--- config.mk ---
export PLATFORM = sky130hd
export DESIGN_NAME = mem_sequencer
export DESIGN_NICKNAME = d
export VERILOG_FILES = /design/src/rtl/mem_seq_pkg.sv /design/src/rtl/mem_seq_wait.sv /design/src/rtl/mem_sequencer.sv
export SDC_FILE = /design/constraint.sdc
export NUM_CORES = 1
export LEC_CHECK = 0
export BUFFER_PORTS_ARGS = -buffer_cell sky130_fd_sc_hd__buf_2
export CORE_ASPECT_RATIO = 1.4
export CORE_MARGIN = 2
export CORE_UTILIZATION = 55
export CTS_CLUSTER_DIAMETER = 40
export DETAILED_ROUTE_END_ITERATION = 16
export PLACE_DENSITY = 0.92
export SLEW_MARGIN = 20
export SYNTH_ARGS = -nofsm -noshare
export SYNTH_HDL_FRONTEND = slang
export SYNTH_HIERARCHICAL = 1
export SYNTH_SLANG_ARGS = --single-unit
--- constraint.sdc ---
create_clock -name CLK -period 4.1 [get_ports CLK]
set_input_delay 0.82 -clock CLK [delete_from_list [all_inputs] [get_ports CLK]]
set_output_delay 0.82 -clock CLK [all_outputs]
set_load 0.05 [all_outputs]
--- src/rtl/mem_seq_pkg.sv ---
// mem_seq_pkg: shared types and widths
// for the SRAM access sequencer
package mem_seq_pkg;

  localparam int WAIT_W = 3;
  localparam int BEAT_W = 4;

  typedef enum logic [1:0] {
    S_IDLE,
    S_SETUP,
    S_STROBE,
    S_HOLD
  } state_e;

endpackage

--- src/rtl/mem_seq_wait.sv ---
// mem_seq_wait: loadable down-counter
// with zero flag, times the strobe phase
module mem_seq_wait #(
  parameter int W = 3
) (
  input  logic         clk,
  input  logic         rst,
  input  logic         load,
  input  logic [W-1:0] load_val,
  input  logic         dec,
  output logic         zero
);

  logic [W-1:0] cnt_q, cnt_d;

  // load wins over decrement; stop at zero
  always_comb begin
    cnt_d = cnt_q;
    if (load) begin
      cnt_d = load_val;
    end else if (dec && cnt_q != '0) begin
      cnt_d = cnt_q - W'(1);
    end
  end

  // counter register
  always_ff @(posedge clk) begin
    if (rst) begin
      cnt_q <= '0;
    end else begin
      cnt_q <= cnt_d;
    end
  end

  assign zero = (cnt_q == '0);

endmodule

--- src/rtl/mem_sequencer.sv ---
// mem_sequencer: byte-wide async SRAM sequencer
// SETUP/STROBE/HOLD beats, bursts, wait states
module mem_sequencer
  import mem_seq_pkg::*;
#(
  parameter int WAIT_STATES = 1
) (
  input  logic        CLK,
  input  logic        RST,
  input  logic [15:0] ADDR,
  input  logic        REQ,
  input  logic        WE,
  input  logic [3:0]  BURST_LEN,
  input  logic [7:0]  DATA_in,
  output logic [7:0]  DATA_out,
  output logic        DATA_VALID,
  output logic        DONE,
  output logic        BUSY,
  output logic        ADDR_INC,
  output logic [15:0] MEM_ADDR,
  output logic [7:0]  MEM_DATA_out,
  output logic        MEM_DATA_oe,
  input  logic [7:0]  MEM_DATA_in,
  output logic        MEM_CE_bar,
  output logic        MEM_OE_bar,
  output logic        MEM_WE_bar
);

  state_e            state_q, state_d;
  logic              we_q, we_d;
  logic [BEAT_W-1:0] beats_q, beats_d;
  logic [15:0]       addr_q, addr_d;
  logic [7:0]        wdata_q, wdata_d;
  logic [7:0]        rdata_q, rdata_d;
  logic              valid_q, valid_d;
  logic              done_q, done_d;
  logic              busy_q, busy_d;
  logic              inc_q, inc_d;
  logic              oe_q, oe_d;
  logic              ce_n_q, ce_n_d;
  logic              oe_n_q, oe_n_d;
  logic              we_n_q, we_n_d;

  logic wait_load;
  logic wait_dec;
  logic wait_zero;
  logic last_strobe;
  logic last_beat;

  assign wait_load = (state_q == S_SETUP);
  assign wait_dec  = (state_q == S_STROBE);

  mem_seq_wait #(
    .W(WAIT_W)
  ) u_wait (
    .clk     (CLK),
    .rst     (RST),
    .load    (wait_load),
    .load_val(WAIT_W'(WAIT_STATES)),
    .dec     (wait_dec),
    .zero    (wait_zero)
  );

  // next state, datapath, and strobes
  // derived from the next state so
  // every output comes straight off a flop
  always_comb begin
    state_d = state_q;
    we_d    = we_q;
    beats_d = beats_q;
    addr_d  = addr_q;
    wdata_d = wdata_q;
    rdata_d = rdata_q;

    last_strobe = (state_q == S_STROBE)
                  && wait_zero;
    last_beat   = (beats_q == '0);

    unique case (state_q)
      S_IDLE: begin
        if (REQ) begin
          state_d = S_SETUP;
          we_d    = WE;
          beats_d = BURST_LEN;
          addr_d  = ADDR;
          wdata_d = DATA_in;
        end
      end
      S_SETUP: begin
        state_d = S_STROBE;
      end
      S_STROBE: begin
        if (wait_zero) begin
          state_d = S_HOLD;
          if (!we_q) begin
            rdata_d = MEM_DATA_in;
          end
        end
      end
      S_HOLD: begin
        if (last_beat) begin
          state_d = S_IDLE;
        end else begin
          state_d = S_SETUP;
          beats_d = beats_q - BEAT_W'(1);
          addr_d  = addr_q + 16'd1;
          wdata_d = DATA_in;
        end
      end
      default: begin
        state_d = S_IDLE;
      end
    endcase

    busy_d  = (state_d != S_IDLE);
    ce_n_d  = !busy_d;
    oe_n_d  = !(busy_d && !we_d);
    oe_d    = busy_d && we_d;
    we_n_d  = !((state_d == S_STROBE) && we_d);
    valid_d = last_strobe;
    done_d  = last_strobe && last_beat;
    inc_d   = last_strobe && !last_beat;
  end

  // state and output registers, sync reset
  always_ff @(posedge CLK) begin
    if (RST) begin
      state_q <= S_IDLE;
      we_q    <= 1'b0;
      beats_q <= '0;
      addr_q  <= '0;
      wdata_q <= '0;
      rdata_q <= '0;
      valid_q <= 1'b0;
      done_q  <= 1'b0;
      busy_q  <= 1'b0;
      inc_q   <= 1'b0;
      oe_q    <= 1'b0;
      ce_n_q  <= 1'b1;
      oe_n_q  <= 1'b1;
      we_n_q  <= 1'b1;
    end else begin
      state_q <= state_d;
      we_q    <= we_d;
      beats_q <= beats_d;
      addr_q  <= addr_d;
      wdata_q <= wdata_d;
      rdata_q <= rdata_d;
      valid_q <= valid_d;
      done_q  <= done_d;
      busy_q  <= busy_d;
      inc_q   <= inc_d;
      oe_q    <= oe_d;
      ce_n_q  <= ce_n_d;
      oe_n_q  <= oe_n_d;
      we_n_q  <= we_n_d;
    end
  end

  assign DATA_out     = rdata_q;
  assign DATA_VALID   = valid_q;
  assign DONE         = done_q;
  assign BUSY         = busy_q;
  assign ADDR_INC     = inc_q;
  assign MEM_ADDR     = addr_q;
  assign MEM_DATA_out = wdata_q;
  assign MEM_DATA_oe  = oe_q;
  assign MEM_CE_bar   = ce_n_q;
  assign MEM_OE_bar   = oe_n_q;
  assign MEM_WE_bar   = we_n_q;

endmodule
==> impl_metrics.tcl, run 1 <==
set metrics [dict create \
    finalHoldWorstSlack_ps 460.0 \
    rows 29 \
    p_leak_nw 1.379 \
    post_cts.resized_instances 0 \
    yosys.area.top_type "sky130_fd_sc_hd__dfxtp_1" \
    slew_headroom 0.4436 \
    detailedPlacementHpwl_mm 4.143 \
    grt_first_pass_wirelength_mm 9.183 \
    globalRouteTotalUtil 0.2224 \
    pwr_density_cell_mw_per_mm2 692.4 \
    required_ps 4310 \
    worst_setup_slack_final_ps 1520 \
    totalPowerFinal_mw 2.110 \
    grt_remaining_overflow 0 \
    finalCritPeriodShare 0.6293 \
    root_buffer "sky130_fd_sc_hd__clkbuf_8" \
    maxClockFrequency_mhz 387.6 \
    final_core_utilization 0.6774 \
    drc_errors 0 \
    grt_max_degree 49 \
    wl_met2_mm 3.057 \
    postCtsSetupBuffers 0 \
    clk_pin_slew_worst_paths_ps 100 \
    result_of_the_run "finished, final reports clean" \
    crit_slowest_cell "sky130_fd_sc_hd__ha_1" \
    core_area_mm2 0.004499 \
    first_global_vias 2158 \
    timing.max_cap.violations 0 \
    skew_ps 7.928 \
    initialDrtViolationCount 149 \
    critical_path_arrival_ps 2790 \
    pin_count 80 \
    yosysSeqAreaShare 0.3908 \
    period_needed_ps 2580 \
    worst_skew_pair.late_latency_ps 310 \
    endpoint_kind "flop" \
    synthDistinctLibCells 47 \
    clock_path_buffers 2 \
    path_cells "ha_1 > mux2i_1 > buf_4 > a21oi_4 > o21ai_0 > a221oi_1" \
    setup-violations-final 0 \
    setup.worst_path.class "reg2reg" \
    post_synth_instance_area_mm2 0.002561 \
    vdd_drop_max_uv 458.0 \
    m1WireLength_mm 2.394 \
    total_clock_buffers_created_by_cts 5 \
    initial_antenna_violation_count 0 \
    totalWireLength_mm 5.869 \
    ant_nets 0 \
    synth.most_common_cell "sky130_fd_sc_hd__dfxtp_1" \
    drtPass1Iterations 4 \
    cts_tree "built" \
    synth_warnings 6 \
    detail_route.vias_per_cell 5.478 \
    place_congestion 0.7987 \
    synth.area.top_cells "sky130_fd_sc_hd__dfxtp_1, sky130_fd_sc_hd__a21oi_1, sky130_fd_sc_hd__mux2i_1" \
    worst_pin_slew_ps 834.7 \
    critical-path-max-stage-delay_ps 630 \
    dp_slack_ps 1611 \
    avgRoutedWirePerCell_um 13.62 \
    synthesis.instances 296 \
    cts_sink_cnt 50 \
    timing.final.hold_violations 0 \
    die_height_um 84.74 \
    synth_enable_flop_cells 0 \
    ys_ff_latch 50 \
    die_w_um 61.68 \
    fp.dieArea_mm2 0.005226 \
    synth.cells.most_frequent "sky130_fd_sc_hd__dfxtp_1, sky130_fd_sc_hd__nand2_1, sky130_fd_sc_hd__a21oi_1" \
    cts-hold-fix-buffers 0 \
    cp_max_fo 26 \
    route.met3.wl_um 343 \
    final_stage_net_count 417 \
    slew_viol_final 0 \
    antenna-diode-count 0 \
    hold_class "reg2reg" \
    finalSetupTns_ps 0 \
    area_delta_synth_final_pct 19.00 \
    via_count 2361 \
    top_signal_layer_used "met4" \
    initial_core_util 0.5692 \
    synth.top_cell.area_share 0.3908 \
    rsz0062_at_grt "no" \
    crit_path_start_kind "flop" \
    async_reset_ff_frac 0 \
    syn_avg_cell_area_um2 8.653 \
    io_buffer_count 79 \
    drive_gt1_frac 0.2764 \
    dominantRegCellSynth "sky130_fd_sc_hd__dfxtp_1" \
    htree_levels 2 \
]
final timing paths:
check / startpoint / end / slack, ps / cells after the start
hold reg to reg: MEM_DATA_out[4]$_SDFFE_PP0P_ / MEM_DATA_out[4]$_SDFFE_PP0P_ / 460 / 2
setup reg to reg: state_q[0]$_SDFF_PP0_ / beats_q[0]$_SDFFE_PP0P_ / 1520 / 6
setup / recovery: state_q[0]$_SDFF_PP0_ / beats_q[0]$_SDFFE_PP0P_ / 1520 / 6
hold / removal: MEM_DATA_out[4]$_SDFFE_PP0P_ / MEM_DATA_out[4]$_SDFFE_PP0P_ / 460 / 2
cells by family (layout without fill, tap and decap cells):
family / Yosys count / count (layout) / synth area share
adders and majority gates: 9 / 9 / 0.04397
and+or+nand+nor: 110 / 110 / 0.2570
xor gates and xnor gates: 2 / 2 / 0.006841
AOI/OAI and AO/OA: 75 / 75 / 0.1773
muxes: 15 / 15 / 0.05862
buffers and inverters: 33 / 105 / 0.06253
DFF: 50 / 50 / 0.3908
other: 2 / 3 / 0.002932
registers in the layout, summed over array words and instances (netlist names):
register and cells:
MEM_DATA_out 8, state_q 2, MEM_CE_bar 1, DATA_VALID 1, MEM_OE_bar 1, DATA_out 8, DONE 1, we_q 1
beats_q 4, MEM_ADDR 16, MEM_WE_bar 1, MEM_DATA_oe 1, u_wait/cnt_q 3, ADDR_INC 1, BUSY 1
cell type report:
class / instances / area, um^2
clock buffers: 7 / 86.33
clock inverters: 1 / 8.758
fillers: 393 / 1451
inverters: 16 / 60.06
multi-input cells: 214 / 1404
flip-flops and latches: 50 / 1001
well taps: 62 / 77.57
repair buffers: 81 / 410.4
critical path: cells and delay by family, from the launching register on:
family                   cells  cell delay (ps)
adder cells (fa/ha/maj)      1              630
flip-flops                   1              410
AO/OA/AOI/OAI                3             1070
multiplexers                 1              150
buffers and inverters        1              220
per-layer routing:
metal | up-vias | track usage
met5 | - | 0
met4 | 0 | 0.06383
met3 | 7 | 0.05547
met2 | 69 | 0.3952
met1 | 1109 | 0.2512
li1 | 1176 | -
cells in the final DEF, fill, tap and decap left out, types with 3 or more instances in the layout:
cell type,instances
sky130_fd_sc_hd__or2_2,3
sky130_fd_sc_hd__nand3b_1,3
sky130_fd_sc_hd__a21oi_1,33
sky130_fd_sc_hd__nor2_1,17
sky130_fd_sc_hd__or3_1,3
sky130_fd_sc_hd__inv_1,16
sky130_fd_sc_hd__ha_1,9
sky130_fd_sc_hd__conb_1,3
sky130_fd_sc_hd__dfxtp_1,50
sky130_fd_sc_hd__nand2_1,34
sky130_fd_sc_hd__o21a_1,6
sky130_fd_sc_hd__mux2i_1,15
sky130_fd_sc_hd__nor3_1,5
sky130_fd_sc_hd__o21ai_0,18
sky130_fd_sc_hd__clkbuf_8,6
sky130_fd_sc_hd__nand3_1,6
sky130_fd_sc_hd__o31a_1,3
sky130_fd_sc_hd__nor4_1,9
sky130_fd_sc_hd__nor3b_1,4
sky130_fd_sc_hd__and2_1,7
sky130_fd_sc_hd__nor2b_1,6
sky130_fd_sc_hd__buf_2,79
power breakdown:
part | switching, mW | internal [mW] | leakage (nW)
logic | 0.741 | 0.330 | 0.920
registers | 0.120 | 0.615 | 0.410
clock network | 0.164 | 0.140 | 0.0489
metrics by stage:
stage / instances / area, um^2
floorplan: 297 / 2565
global placement: 423 / 2953
detailed placement: 423 / 2953
CTS: 431 / 3048
global route: 431 / 3048
finish: 431 / 3048
Note: power is estimated with default switching activity, not from simulation.
==> run 2: changes to the inputs <==
--- a/config.mk
+++ b/config.mk
@@ -8,10 +8,10 @@
 export BUFFER_PORTS_ARGS = -buffer_cell sky130_fd_sc_hd__buf_2
 export CORE_ASPECT_RATIO = 1.4
 export CORE_MARGIN = 2
-export CORE_UTILIZATION = 55
+export CORE_UTILIZATION = 51
 export CTS_CLUSTER_DIAMETER = 40
 export DETAILED_ROUTE_END_ITERATION = 16
-export PLACE_DENSITY = 0.92
+export PLACE_DENSITY = 0.87
 export SLEW_MARGIN = 20
 export SYNTH_ARGS = -nofsm -noshare
 export SYNTH_HDL_FRONTEND = slang
==> constraint.sdc (replaced) <==
create_clock -name CLK -period 2.43 [get_ports CLK]
set_input_delay 0.486 -clock CLK [delete_from_list [all_inputs] [get_ports CLK]]
set_output_delay 0.486 -clock CLK [all_outputs]
set_load 0.05 [all_outputs]
==> run 2 against run 1 <==
Effect of this change: sequential power up 69%; largest cell class unchanged; worst hold slack worse by 51 ps; sequential share of layout area down 0.53 points.
==> impl_metrics.tcl, run 2 (synthesis gave the netlist of run 1 again) <==
set metrics [dict create \
    result_of_the_run "finished, final reports clean" \
    setup.worst_path.class "reg2reg" \
    layout_commonest_cell "sky130_fd_sc_hd__buf_2" \
    timing.max_cap.violations 0 \
    initial_antenna_violation_count 0 \
    pwr_density_cell_mw_per_mm2 1183 \
    power.combinational.fraction 0.498 \
    vdd_drop_max_uv 703.2 \
    grt_max_degree 49 \
    finalSetupTns_ps 0 \
    power_switching_share 0.4681 \
    pin_count 80 \
    detailedPlacementHpwl_mm 4.234 \
    power.clock.fraction 0.164 \
    rows 30 \
    slew_headroom 0.4319 \
    critical_path_arrival_ps 2250 \
    placed_area_mm2 0.002985 \
    drive_gt1_frac 0.2849 \
    endpoint_kind "flop" \
    crit_path_start_kind "flop" \
    first_global_vias 2121 \
    cp_max_fo 25 \
    clk_pin_slew_worst_paths_ps 100 \
    rsz0062_at_grt "no" \
    timing.final.hold_violations 0 \
    via_count 2344 \
    period_needed_ps 2013 \
    initialDrtViolationCount 130 \
    cts_tree "built" \
    worst_pin_slew_ps 852.1 \
    drtPass1Iterations 4 \
    fp.dieArea_mm2 0.005613 \
    htree_levels 2 \
    initial_core_util 0.5289 \
    core_area_mm2 0.004842 \
    total_clock_buffers_created_by_cts 5 \
    seqPwrFrac 0.338 \
    detail_route.vias_per_cell 5.376 \
    drc_errors 0 \
    post_cts.resized_instances 0 \
    place_congestion 0.8040 \
    final_stage_net_count 421 \
    finalCritPeriodShare 0.8286 \
    worst_skew_pair.late_latency_ps 300 \
    maxClockFrequency_mhz 496.7 \
    antenna-diode-count 0 \
    root_buffer "sky130_fd_sc_hd__clkbuf_8" \
    slew_viol_final 0 \
    switching_power_mw 1.716 \
    globalRouteTotalUtil 0.2143 \
    avgRoutedWirePerCell_um 13.57 \
    skew_ps 12.29 \
    final_cell_mix "sky130_fd_sc_hd__buf_2, sky130_fd_sc_hd__dfxtp_1, sky130_fd_sc_hd__nand2_1" \
    die_w_um 63.89 \
    totalWireLength_mm 5.915 \
    setup-violations-final 0 \
    critical-path-max-stage-delay_ps 450 \
    power.internal_mw 1.950 \
    path_cells "inv_1 > ha_1 > mux2i_1 > a21o_2 > o21ai_0 > a21oi_1" \
    grt_remaining_overflow 0 \
    required_ps 2660 \
    p_leak_nw 1.407 \
    finalInstanceArea_mm2 0.003098 \
    die_height_um 87.85 \
    crit_slowest_cell "sky130_fd_sc_hd__a21o_2" \
    hold_class "in2reg" \
    area_delta_synth_final_pct 20.96 \
    postCtsSetupBuffers 0 \
    cts-hold-fix-buffers 0 \
    clock_path_buffers 2 \
    finalHoldWorstSlack_ps 408.5 \
    largest_register_ffs 16 \
    ant_nets 0 \
    grt_first_pass_wirelength_mm 9.584 \
    io_buffer_count 79 \
    cts_sink_cnt 50 \
]
## run 2: changes by cell type in the layout (fill, tap and decap cells not counted), sizes merged
cell,change
inv,-1
bufinv,+1
clkbuf,-1
buf,+4
## run 2: metrics by stage
step / setup WS [ps] / power [mW] / cells / util
after floorplan: 474.4 / 2.692 / 297 / -
after global placement: 517.7 / 3.033 / 429 / 0.6165
after detailed placement: 440.9 / 3.086 / 429 / 0.6165
after CTS: 412.3 / 3.686 / 436 / 0.6398
after global routing: 241.8 / 3.907 / 436 / 0.6398
final: 416.6 / 3.666 / 436 / 0.6398
## run 2: power groups by stage
stage | Clock (mW) | Combinational, mW | Sequential [mW]
finish | 0.601 | 1.83 | 1.24
global route | 0.645 | 1.99 | 1.27
CTS | 0.607 | 1.84 | 1.24
detailed placement | 0 | 1.83 | 1.26
global placement | 0 | 1.79 | 1.24
floorplan | 0 | 0.918 | 1.77
## run 2: path summary, 6_finish.rpt
check / from / end / slack (ps) / cells past startpoint
worst max register to register: state_q[0]$_SDFF_PP0_ / beats_q[2]$_SDFFE_PP0P_ / 420 / 6
worst max-delay path: state_q[0]$_SDFF_PP0_ / beats_q[2]$_SDFFE_PP0P_ / 420 / 6
worst min-delay path: DATA_in[7] / MEM_DATA_out[7]$_SDFFE_PP0P_ / 410 / 3
worst min register to register: MEM_DATA_out[5]$_SDFFE_PP0P_ / MEM_DATA_out[5]$_SDFFE_PP0P_ / 460 / 2
## run 2: final cells by class
type / instances / area [um^2]
timing repair buffer: 85 / 440.4
tap: 64 / 80.08
clock buffer: 6 / 82.58
sequential: 50 / 1001
clock inverter: 1 / 30.03
multi-input combinational: 214 / 1404
fill: 412 / 1744
inverter: 16 / 60.06
## run 2: critical path, delay by kind of cell, from the launching register on
family | cells | cell delay [ps]
buffers and inverters | 1 | 100
flip-flops | 1 | 410
adder cells (fa/ha/maj) | 1 | 240
AO/OA/AOI/OAI | 3 | 780
multiplexers | 1 | 400
## run 2: layer usage
layer	routed length (um)	up-vias	GRT usage
li1	-	1178	-
met1	2359	1091	0.2484
met2	3126	70	0.3883
met3	368	5	0.05398
met4	61	0	0.06126
met5	0	-	0
==> run 3: changes to the inputs <==
==> constraint.sdc (replaced) <==
create_clock -name CLK -period 1.95 [get_ports CLK]
set_input_delay 0.39 -clock CLK [delete_from_list [all_inputs] [get_ports CLK]]
set_output_delay 0.39 -clock CLK [all_outputs]
set_load 0.05 [all_outputs]
==> run 3 against run 2 <==
Effect of this change: cell count up 1.4%; core utilization up 0.41 points; global-route usage down 0.21 points; via count up 1.2%; sequential cell count unchanged; sequential power up 23%; setup slack worse by 260 ps; maximum frequency up 13%; worst hold slack worse by 96 ps; routed wire length down 2.8%; critical path depth up 2; critical endpoint is now MEM_ADDR[0]$_SDFFE_PP0P_; largest cell class unchanged.
==> impl_metrics.tcl, run 3 (synthesis gave the netlist of run 1 again) <==
set metrics [dict create \
    cts_sink_cnt 50 \
    period_needed_ps 1789 \
    critical_path_arrival_ps 2000 \
    ant_nets 0 \
    cp_max_fo 11 \
    endpoint_kind "flop" \
    finalInstanceArea_mm2 0.003118 \
    total_clock_buffers_created_by_cts 5 \
    grt_first_pass_wirelength_mm 9.501 \
    io_buffer_count 79 \
    timing.final.hold_violations 0 \
    pwr_density_cell_mw_per_mm2 1440 \
    largest_register_ffs 16 \
    fp.dieArea_mm2 0.005613 \
    die_height_um 87.85 \
    antenna-diode-count 0 \
    final_stage_net_count 427 \
    required_ps 2160 \
    placed_area_mm2 0.003017 \
    place_congestion 0.8156 \
    power.combinational.fraction 0.531 \
    area_delta_synth_final_pct 21.74 \
    grt_max_degree 39 \
    final_core_utilization 0.6439 \
    hold_class "in2reg" \
    setup-violations-final 0 \
    rows 30 \
    cts_tree "built" \
    clock_path_buffers 2 \
    drive_gt1_frac 0.2963 \
    grt_remaining_overflow 0 \
    rsz0062_at_grt "no" \
    seqPwrFrac 0.340 \
    initial_core_util 0.5289 \
    finalCritPeriodShare 0.9174 \
    switching_power_mw 2.139 \
    setup.worst_path.class "reg2reg" \
    skew_ps 4.249 \
    core_area_mm2 0.004842 \
    finalHoldWorstSlack_ps 313.0 \
    detail_route.vias_per_cell 5.364 \
    initialDrtViolationCount 115 \
    totalWireLength_mm 5.748 \
    cts-hold-fix-buffers 0 \
    root_buffer "sky130_fd_sc_hd__clkbuf_8" \
    pin_count 80 \
    drtPass1Iterations 4 \
    vdd_drop_max_uv 780.8 \
    slew_headroom 0.5476 \
    p_leak_nw 1.418 \
    layout_commonest_cell "sky130_fd_sc_hd__buf_2" \
    final_cell_mix "sky130_fd_sc_hd__buf_2, sky130_fd_sc_hd__dfxtp_1, sky130_fd_sc_hd__nand2_1" \
    worst_pin_slew_ps 678.6 \
    finalSetupTns_ps 0 \
    globalRouteTotalUtil 0.2122 \
    detailedPlacementHpwl_mm 4.144 \
    worst_skew_pair.late_latency_ps 300 \
    result_of_the_run "finished, final reports clean" \
    drc_errors 0 \
    die_w_um 63.89 \
    maxClockFrequency_mhz 559.0 \
    slew_viol_final 0 \
    power_switching_share 0.4763 \
    power.internal_mw 2.352 \
    power.clock.fraction 0.129 \
    initial_antenna_violation_count 0 \
    via_count 2371 \
    htree_levels 2 \
    totalPowerFinal_mw 4.491 \
    avgRoutedWirePerCell_um 13.00 \
    timing.max_cap.violations 0 \
    first_global_vias 2166 \
    crit_path_start_kind "flop" \
    clk_pin_slew_worst_paths_ps 90 \
]
## run 3: stage by stage
stage | cells | setup WS, ps
finish | 442 | 161.1
global route | 442 | 8.802
CTS | 440 | 81.35
detailed placement | 433 | 113.7
global placement | 433 | 173.1
floorplan | 297 | 4.293
## run 3: final timing paths
kind,slack [ps],end,cells after the start,start
setup / recovery,160,MEM_ADDR[0]$_SDFFE_PP0P_,8,state_q[0]$_SDFF_PP0_
hold reg to reg,460,MEM_DATA_out[5]$_SDFFE_PP0P_,2,MEM_DATA_out[5]$_SDFFE_PP0P_
setup reg to reg,160,MEM_ADDR[0]$_SDFFE_PP0P_,8,state_q[0]$_SDFF_PP0_
hold / removal,310,MEM_DATA_out[4]$_SDFFE_PP0P_,3,DATA_in[4]
## run 3: power groups by stage
stage / clock [mW] / sequential, mW / combinational, mW
final: 0.581 / 1.53 / 2.38
after global routing: 0.632 / 1.57 / 2.59
after CTS: 0.590 / 1.53 / 2.35
after floorplan: 0 / 2.21 / 1.14
after detailed placement: 0 / 1.55 / 2.34
after global placement: 0 / 1.54 / 2.30
## run 3: per-layer routing
layer | wire length, um | track usage | vias to the layer above
li1 | - | - | 1192
met1 | 2334 | 0.2364 | 1099
met2 | 2948 | 0.3807 | 72
met3 | 378 | 0.06427 | 8
met4 | 87 | 0.07510 | 0
met5 | 0 | 0 | -
## run 3: area by class of cell
class	count	area, um^2
fillers	410	1724
multi-input cells	214	1410
clock buffers	6	72.57
flip-flops and latches	50	1002
inverters	16	60.06
repair buffers	91	485.5
clock inverters	1	7.507
well taps	64	80.08
## run 3: what timing repair did
action | 4_1_cts | 5_1_grt
resized for setup | 0 | 2
setup buffers | 0 | 2
endpoints found under the setup margin | 0 | 26
## run 3: critical path: stages, from the launching register on
cell and delay (ps):
sky130_fd_sc_hd__dfxtp_1 390, sky130_fd_sc_hd__inv_1 100, sky130_fd_sc_hd__ha_1 230, sky130_fd_sc_hd__mux2i_1 120
sky130_fd_sc_hd__buf_4 180, sky130_fd_sc_hd__a21oi_4 210, sky130_fd_sc_hd__buf_4 180, sky130_fd_sc_hd__a21oi_1 60
sky130_fd_sc_hd__a311oi_1 220
